## src/rtl/trace_mem_ctrl_if.sv

```systemverilog
// -----------------------------------------------------------------------------
// trace_mem_ctrl_if
// Bundles the three buses of the trace memory controller:
//   in_*    valid/ready trace word stream from the trace source
//   host_*  pipelined host read port toward the HPS bridge
//   mem_*   single-port trace RAM port (2-cycle read latency)
// Modports:
//   slave   controller view (accepts trace words and host reads, drives RAM)
//   master  environment view (trace source, host and RAM together)
// -----------------------------------------------------------------------------
interface trace_mem_ctrl_if #(
   parameter int ADDR_W = 14,
   parameter int DATA_W = 32
);
   logic                  in_valid;
   logic                  in_ready;
   logic [DATA_W-1:0]     in_data;

   logic                  host_read;
   logic [ADDR_W-1:0]     host_address;
   logic                  host_waitrequest;
   logic [DATA_W-1:0]     host_readdata;
   logic                  host_readdatavalid;

   logic [ADDR_W-1:0]     mem_address;
   logic                  mem_chipselect;
   logic                  mem_write;
   logic [DATA_W/8-1:0]   mem_byteenable;
   logic [DATA_W-1:0]     mem_writedata;
   logic                  mem_clken;
   logic                  mem_reset_req;
   logic [DATA_W-1:0]     mem_readdata;

   modport slave (
      input  in_valid, in_data, host_read, host_address, mem_readdata,
      output in_ready, host_waitrequest, host_readdata, host_readdatavalid,
      output mem_address, mem_chipselect, mem_write, mem_byteenable,
      output mem_writedata, mem_clken, mem_reset_req
   );

   modport master (
      output in_valid, in_data, host_read, host_address, mem_readdata,
      input  in_ready, host_waitrequest, host_readdata, host_readdatavalid,
      input  mem_address, mem_chipselect, mem_write, mem_byteenable,
      input  mem_writedata, mem_clken, mem_reset_req
   );
endinterface

```

## src/rtl/trace_mem_ctrl.sv

```systemverilog
// -----------------------------------------------------------------------------
// trace_mem_ctrl
// Captures a valid/ready trace word stream into a single-port trace RAM used
// as a circular buffer, and shares that RAM port with a pipelined host read
// interface. Capture writes have priority; a starvation counter forces a host
// grant (stalling the trace source for one cycle) after STARVE_MAX lost cycles.
//
// Ports:
//   clk, reset_n          clock, asynchronous active-low reset
//   ctrl_arm, ctrl_stop   control pulses (arm wins when both are high)
//   bus (slave)           trace stream, host read port and RAM port
//   st_state              00 IDLE, 01 CAPTURE, 10 STOPPED
//   st_wr_ptr             next physical write address
//   st_wrapped            buffer has wrapped at least once
//   st_count              stored words, saturating at DEPTH
//   st_drop_cnt           (TRACE_MEM_CTRL_STOP_ON_FULL_EN only) words dropped
//                         while STOPPED, saturating at 16'hFFFF
//
// Optional feature macro: TRACE_MEM_CTRL_STOP_ON_FULL_EN
//   undefined: circular overwrite, capture runs until ctrl_stop
//   defined:   capture stops itself once DEPTH words are stored
// -----------------------------------------------------------------------------
module trace_mem_ctrl #(
   parameter int ADDR_W     = 14,
   parameter int DATA_W     = 32,
   parameter int STARVE_MAX = 8
) (
   input  logic              clk,
   input  logic              reset_n,
   input  logic              ctrl_arm,
   input  logic              ctrl_stop,
   trace_mem_ctrl_if.slave   bus,
   output logic [1:0]        st_state,
   output logic [ADDR_W-1:0] st_wr_ptr,
   output logic              st_wrapped,
`ifdef TRACE_MEM_CTRL_STOP_ON_FULL_EN
   output logic [ADDR_W:0]   st_count,
   output logic [15:0]       st_drop_cnt
`else
   output logic [ADDR_W:0]   st_count
`endif
);

   typedef enum logic [1:0] {
      S_IDLE    = 2'b00,
      S_CAPTURE = 2'b01,
      S_STOPPED = 2'b10
   } state_t;

   localparam logic [ADDR_W:0] FULL_CNT   = {1'b1, {ADDR_W{1'b0}}};
   localparam logic [7:0]      STARVE_LIM = 8'(STARVE_MAX);

   state_t              state;
   logic [ADDR_W-1:0]   wr_ptr;
   logic                wrapped;
   logic [ADDR_W:0]     count;
   logic [7:0]          starve_cnt;
   logic                vld_p1;
   logic                vld_p2;
`ifdef TRACE_MEM_CTRL_STOP_ON_FULL_EN
   logic [15:0]         drop_cnt;
`endif

   logic                capture;
   logic                starve_force;
   logic                ready;
   logic                wr_en;
   logic                rd_grant;
   logic [ADDR_W-1:0]   rd_phys;
   logic [DATA_W-1:0]   wr_data;

   function automatic logic [ADDR_W:0] sat_count(input logic [ADDR_W:0] c);
      return (c == FULL_CNT) ? c : c + 1'b1;
   endfunction

`ifdef TRACE_MEM_CTRL_STOP_ON_FULL_EN
   function automatic logic [15:0] sat_drop(input logic [15:0] d);
      return (d == 16'hFFFF) ? d : d + 16'd1;
   endfunction
`endif

   // Arbitration: the capture write owns the port unless the host has waited
   // STARVE_MAX cycles, in which case the source is stalled for this cycle.
   // Outside CAPTURE the source is always ready and its words are dropped.
   assign capture      = (state == S_CAPTURE);
   assign starve_force = bus.host_read && (starve_cnt >= STARVE_LIM);
   assign ready        = !(capture && starve_force);
   assign wr_en        = capture && bus.in_valid && ready;
   // reset_n gating keeps the RAM deselected while reset is held
   assign rd_grant     = bus.host_read && reset_n && !wr_en;

   // Host index 0 is the oldest word: after a wrap that is the slot about to
   // be overwritten next, i.e. wr_ptr.
   assign rd_phys      = wrapped ? (wr_ptr + bus.host_address) : bus.host_address;
   assign wr_data      = bus.in_data;

   assign bus.in_ready           = ready;
   assign bus.host_waitrequest   = bus.host_read && !rd_grant;
   assign bus.host_readdata      = bus.mem_readdata;
   assign bus.host_readdatavalid = vld_p2;

   assign bus.mem_address    = wr_en ? wr_ptr : rd_phys;
   assign bus.mem_chipselect = wr_en || rd_grant;
   assign bus.mem_write      = wr_en;
   assign bus.mem_byteenable = '1;
   assign bus.mem_writedata  = wr_data;
   assign bus.mem_clken      = 1'b1;
   assign bus.mem_reset_req  = 1'b0;

   assign st_state   = state;
   assign st_wr_ptr  = wr_ptr;
   assign st_wrapped = wrapped;
   assign st_count   = count;
`ifdef TRACE_MEM_CTRL_STOP_ON_FULL_EN
   assign st_drop_cnt = drop_cnt;
`endif

   always_ff @(posedge clk or negedge reset_n) begin
      if (!reset_n) begin
         state      <= S_IDLE;
         wr_ptr     <= '0;
         wrapped    <= 1'b0;
         count      <= '0;
         starve_cnt <= '0;
         vld_p1     <= 1'b0;
         vld_p2     <= 1'b0;
`ifdef TRACE_MEM_CTRL_STOP_ON_FULL_EN
         drop_cnt   <= '0;
`endif
      end else begin
         // p0 -> p1: grant issued, RAM registers the address
         vld_p1 <= rd_grant;
         // p1 -> p2: RAM output stage, data valid on host_readdata
         vld_p2 <= vld_p1;

         if (rd_grant)
            starve_cnt <= '0;
         else if (bus.host_read)
            starve_cnt <= starve_cnt + 8'd1;

         if (wr_en) begin
            wr_ptr <= wr_ptr + 1'b1;
            if (wr_ptr == '1)
               wrapped <= 1'b1;
            count <= sat_count(count);
         end

`ifdef TRACE_MEM_CTRL_STOP_ON_FULL_EN
         if (state == S_STOPPED && bus.in_valid)
            drop_cnt <= sat_drop(drop_cnt);
`endif

         // Arm overrides any pointer update made by a write in the same cycle
         if (ctrl_arm) begin
            state   <= S_CAPTURE;
            wr_ptr  <= '0;
            wrapped <= 1'b0;
            count   <= '0;
`ifdef TRACE_MEM_CTRL_STOP_ON_FULL_EN
            drop_cnt <= '0;
`endif
         end else if (ctrl_stop && state == S_CAPTURE) begin
            state <= S_STOPPED;
         end
`ifdef TRACE_MEM_CTRL_STOP_ON_FULL_EN
         else if (wr_en && count == FULL_CNT - 1'b1) begin
            state <= S_STOPPED;
         end
`endif
      end
   end

endmodule
```

## src/flat_wrapper.sv

```systemverilog
// flat-port wrapper written by rule: the top's interface ports become plain ports
module trace_mem_ctrl_flat 
#(
   parameter int ADDR_W     = 14,
   parameter int DATA_W     = 32,
   parameter int STARVE_MAX = 8
)
  (clk, reset_n, ctrl_arm, ctrl_stop, st_state, st_wr_ptr, st_wrapped, st_count, bus_in_valid, bus_in_data, bus_host_read, bus_host_address, bus_mem_readdata, bus_in_ready, bus_host_waitrequest, bus_host_readdata, bus_host_readdatavalid, bus_mem_address, bus_mem_chipselect, bus_mem_write, bus_mem_byteenable, bus_mem_writedata, bus_mem_clken, bus_mem_reset_req);
  trace_mem_ctrl_if #(.ADDR_W(ADDR_W), .DATA_W(DATA_W)) bus_i ();
  input  logic clk;
  input  logic reset_n;
  input  logic ctrl_arm;
  input  logic ctrl_stop;
  output logic [1:0] st_state;
  output logic [ADDR_W-1:0] st_wr_ptr;
  output logic st_wrapped;
  output logic [ADDR_W:0] st_count;
  input wire logic [$bits(bus_i.in_valid)-1:0] bus_in_valid;
  input wire logic [$bits(bus_i.in_data)-1:0] bus_in_data;
  input wire logic [$bits(bus_i.host_read)-1:0] bus_host_read;
  input wire logic [$bits(bus_i.host_address)-1:0] bus_host_address;
  input wire logic [$bits(bus_i.mem_readdata)-1:0] bus_mem_readdata;
  output wire logic [$bits(bus_i.in_ready)-1:0] bus_in_ready;
  output wire logic [$bits(bus_i.host_waitrequest)-1:0] bus_host_waitrequest;
  output wire logic [$bits(bus_i.host_readdata)-1:0] bus_host_readdata;
  output wire logic [$bits(bus_i.host_readdatavalid)-1:0] bus_host_readdatavalid;
  output wire logic [$bits(bus_i.mem_address)-1:0] bus_mem_address;
  output wire logic [$bits(bus_i.mem_chipselect)-1:0] bus_mem_chipselect;
  output wire logic [$bits(bus_i.mem_write)-1:0] bus_mem_write;
  output wire logic [$bits(bus_i.mem_byteenable)-1:0] bus_mem_byteenable;
  output wire logic [$bits(bus_i.mem_writedata)-1:0] bus_mem_writedata;
  output wire logic [$bits(bus_i.mem_clken)-1:0] bus_mem_clken;
  output wire logic [$bits(bus_i.mem_reset_req)-1:0] bus_mem_reset_req;
  assign bus_i.in_valid = bus_in_valid;
  assign bus_i.in_data = bus_in_data;
  assign bus_i.host_read = bus_host_read;
  assign bus_i.host_address = bus_host_address;
  assign bus_i.mem_readdata = bus_mem_readdata;
  assign bus_in_ready = bus_i.in_ready;
  assign bus_host_waitrequest = bus_i.host_waitrequest;
  assign bus_host_readdata = bus_i.host_readdata;
  assign bus_host_readdatavalid = bus_i.host_readdatavalid;
  assign bus_mem_address = bus_i.mem_address;
  assign bus_mem_chipselect = bus_i.mem_chipselect;
  assign bus_mem_write = bus_i.mem_write;
  assign bus_mem_byteenable = bus_i.mem_byteenable;
  assign bus_mem_writedata = bus_i.mem_writedata;
  assign bus_mem_clken = bus_i.mem_clken;
  assign bus_mem_reset_req = bus_i.mem_reset_req;
  trace_mem_ctrl #(.ADDR_W(ADDR_W), .DATA_W(DATA_W), .STARVE_MAX(STARVE_MAX)) u_core (.clk(clk), .reset_n(reset_n), .ctrl_arm(ctrl_arm), .ctrl_stop(ctrl_stop), .bus(bus_i), .st_state(st_state), .st_wr_ptr(st_wr_ptr), .st_wrapped(st_wrapped), .st_count(st_count));
endmodule
```

## config.mk

```make
export PLATFORM = sky130hd
export DESIGN_NAME = trace_mem_ctrl_flat
export DESIGN_NICKNAME = d
export VERILOG_FILES = /design/src/rtl/trace_mem_ctrl_if.sv /design/src/rtl/trace_mem_ctrl.sv /design/src/flat_wrapper.sv
export SDC_FILE = /design/constraint.sdc
export NUM_CORES = 1
export LEC_CHECK = 0
export BUFFER_PORTS_ARGS = -buffer_cell sky130_fd_sc_hd__buf_2
export CAP_MARGIN = 20
export CORE_MARGIN = 3
export CORE_UTILIZATION = 30
export DETAILED_ROUTE_END_ITERATION = 8
export PLACE_DENSITY_LB_ADDON = 0.2
export SKIP_LAST_GASP = 1
export SLEW_MARGIN = 20
export SYNTH_ARGS = -nofsm -noshare
export SYNTH_HDL_FRONTEND = slang
export SYNTH_SLANG_ARGS = --single-unit
```

## constraint.sdc

```tcl
create_clock -name clk -period 3.4 [get_ports clk]
set_clock_uncertainty 0.15 [all_clocks]
set_input_delay 0.17 -clock clk [delete_from_list [all_inputs] [get_ports clk]]
set_output_delay 0.17 -clock clk [all_outputs]
set_load 0.02 [all_outputs]
```

==> impl_metrics.tcl <==
set metrics [dict create \
    worst_reg2reg_path_depth 7 \
    effective_utilization_at_floorplan 0.309 \
    detail_route.iter0.violations 85 \
    hold-path-cell-count 2 \
    netlist-cell-type-count 48 \
    p_total_mw 1.39 \
    critical_path.reg2reg.startpoint "u_core.starve_cnt[5]" \
    async_flop_share 1.00 \
    power.density_mw_per_mm2 371 \
    setup_violations 0 \
    yosysWarningCount 0 \
    cts_repair_resize_count 0 \
    crit_required_ns 3.08 \
    final_cell_area_mm2 0.00375 \
    final_core_util 0.326 \
    yosys-top-cells-area "dfrtp_1 (30%), buf_4 (15%), xnor2_1 (6.9%)" \
    final_net_count 536 \
    critical_path_peak_fanout 14 \
    synth_top_cells_by_count "buf_4 (70), dfrtp_1 (42), nor2_1 (39)" \
    cts.sink_count 42 \
    ys_ff_latch 42 \
    worst-setup-path-type "flip-flop to output pin" \
    yosysSeqAreaShare 0.295 \
    groute.usage.overall 0.135 \
    drv_cap 0 \
    synth_cells 429 \
    row_count 39 \
    layout-drive-gt1-share 0.203 \
    antenna-diode-count 0 \
    share_of_yosys_cell_area_claimed_by_the_top_area_cell_type 0.295 \
    dpl.hpwl_um 6690 \
    synth_area_mm2 0.00356 \
    setup_tns_ns 0 \
    grt_first_pass_wirelength_um 14700 \
    area_of_the_core_region_mm2 0.0115 \
    cts-root-to-sink-buffers 2 \
    post_synth.cell_area_avg_um2 8.30 \
    hold_end "u_core.starve_cnt[1]" \
    startpoint_type "flip-flop" \
    rr_endpoint "u_core.st_count[0]" \
    finalCritPeriodShare 0.881 \
    worst_hold_path_type "input port to flip-flop" \
    io-pin-count 205 \
    die_width_um 115 \
    synth_edf_count 0 \
    arrival_ns 2.68 \
    cts_root_buffer "clkbuf_16" \
    floorplan.die_area_mm2 0.0132 \
    endpoint_kind "output pin" \
    synthMostInstantiatedCell "buf_4" \
    final.min_clock_period_ns 3.00 \
    route.detailed.wl_per_inst_um 15.7 \
    first_global_vias 2814 \
    cts_htree_levels 2 \
    detailed_route_drc_error_count 0 \
    worst_pin_slew_ns 0.688 \
    post-synth-top-area-cell "dfrtp_1" \
    grt-ovfl-total 0 \
    grt_max_degree 43 \
    most_used_dff_post_synth "dfrtp_1" \
    final_antenna_net_count 0 \
    detailedRoute.firstPassIterationCount 4 \
    status "complete, no violations" \
    cts_buffers 5 \
    leak_pwr_nw 1.69 \
    io_buffers 70 \
    clock_transition_at_the_registers_of_the_reported_paths_ns 0.06 \
    slew_headroom 0.541 \
    finalMaxSlewViolations 0 \
    insertion_delay_ns 0.28 \
    antenna_found_initial 0 \
    total_wire_length_um 9050 \
    vias 2905 \
    setup_repair_after_global_routing_missed_its_margin "no" \
    min-delay-start "bus_host_read" \
    floorplan.die.height_um 115 \
    postPlaceCellArea_mm2 0.00356 \
    rrSetupSlack_ns 0.79 \
    place.gp.congestion 0.774 \
    ir_drop_mv 0.254 \
    layout-area-overhead-vs-synth_pct 5.45 \
    vias_per_cell 5.04 \
    hold_violation_total_from_the_final_report 0 \
    clock.fmax_mhz 334 \
    cts_tree "built" \
]
-- state kept, by name (all words and copies together) (netlist names) --
name                           flops
u_core.st_state                    2
u_core.st_wr_ptr                  14
u_core.bus.host_readdatavalid      1
u_core.st_wrapped                  1
u_core.st_count                   15
u_core.vld_p1                      1
u_core.starve_cnt                  8
-- kinds of logic (layout without fill, tap and decap cells) --
group,after synthesis,in the layout,share of synthesized area
simple gates,156,156,0.230
xor+xnor,37,37,0.0910
other cells,2,6,0.00211
compound gates,70,70,0.115
buf+inv,95,95,0.175
mux,8,8,0.0228
flops,42,42,0.295
fa+ha+maj,19,19,0.0689
-- critical path, cell delays in order (launching register included) --
cell and delay [ns]:
dfrtp_1 0.42, or4_4 0.55, o21ai_1 0.25, nand2_1 0.11
inv_1 0.40, nor2_1 0.28, nor2b_1 0.21, buf_2 0.19
-- per-stage QoR --
stage                     std cells  hold WS [ns]  setup slack, ns
after floorplan                 433        -0.276            0.669
after global placement          567         0.189            0.715
after detailed placement        567         0.186            0.709
after CTS                       576        0.0706            0.400
after global routing            576         0.107            0.176
final                           576        0.0774            0.403
-- worst max path at each step --
stage	startpoint	end	slack (ns)
after floorplan	u_core.st_wr_ptr[0]	bus_mem_address[12]	0.67
after global placement	u_core.st_wr_ptr[4]	bus_mem_address[13]	0.72
after detailed placement	u_core.starve_cnt[5]	bus_host_waitrequest	0.71
after CTS	u_core.starve_cnt[5]	bus_host_waitrequest	0.40
after global routing	u_core.starve_cnt[5]	bus_host_waitrequest	0.18
final	u_core.starve_cnt[5]	bus_host_waitrequest	0.40
-- area by class of cell --
type | instances | area, µm²
clock buffers | 6 | 139
clock inverters | 1 | 30.0
fillers | 1246 | 7760
inverters | 11 | 41.3
multi-input cells | 296 | 1910
flip-flops and latches | 42 | 1050
well taps | 143 | 179
repair buffers | 77 | 408
-- report_power, final --
| group | internal (mW) | switching [mW] | total [mW] |
|---|---|---|---|
| sequential | 0.527 | 0.0333 | 0.560 |
| clock | 0.362 | 0.184 | 0.547 |
| combinational | 0.105 | 0.180 | 0.285 |
| total | 0.994 | 0.398 | 1.39 |
-- cells in the final DEF (no fill, tap or decap), drive strengths merged, types with 7 or more instances in the layout --
master  count
nor3       12
or3         7
buf        75
xnor2      28
nand2      31
nand3      18
inv        11
dfrtp      42
nand4       9
o21ai      24
a21oi      26
ha         18
nor2       39
mux2i       7
xor2        9
-- routing by layer --
layer / vias to the layer above / track usage / wire, µm
li1: 1413 / - / -
met1: 1384 / 0.190 / 4220
met2: 82 / 0.214 / 4200
met3: 26 / 0.0268 / 508
met4: 0 / 0.0313 / 120
met5: - / 0 / 0
-- repair_timing --
item                                   CTS  global route
hold buffers                             2             0
buffers inserted                         0             0
endpoints found under the hold margin   43             0
Power figures use the tool's default switching activity.
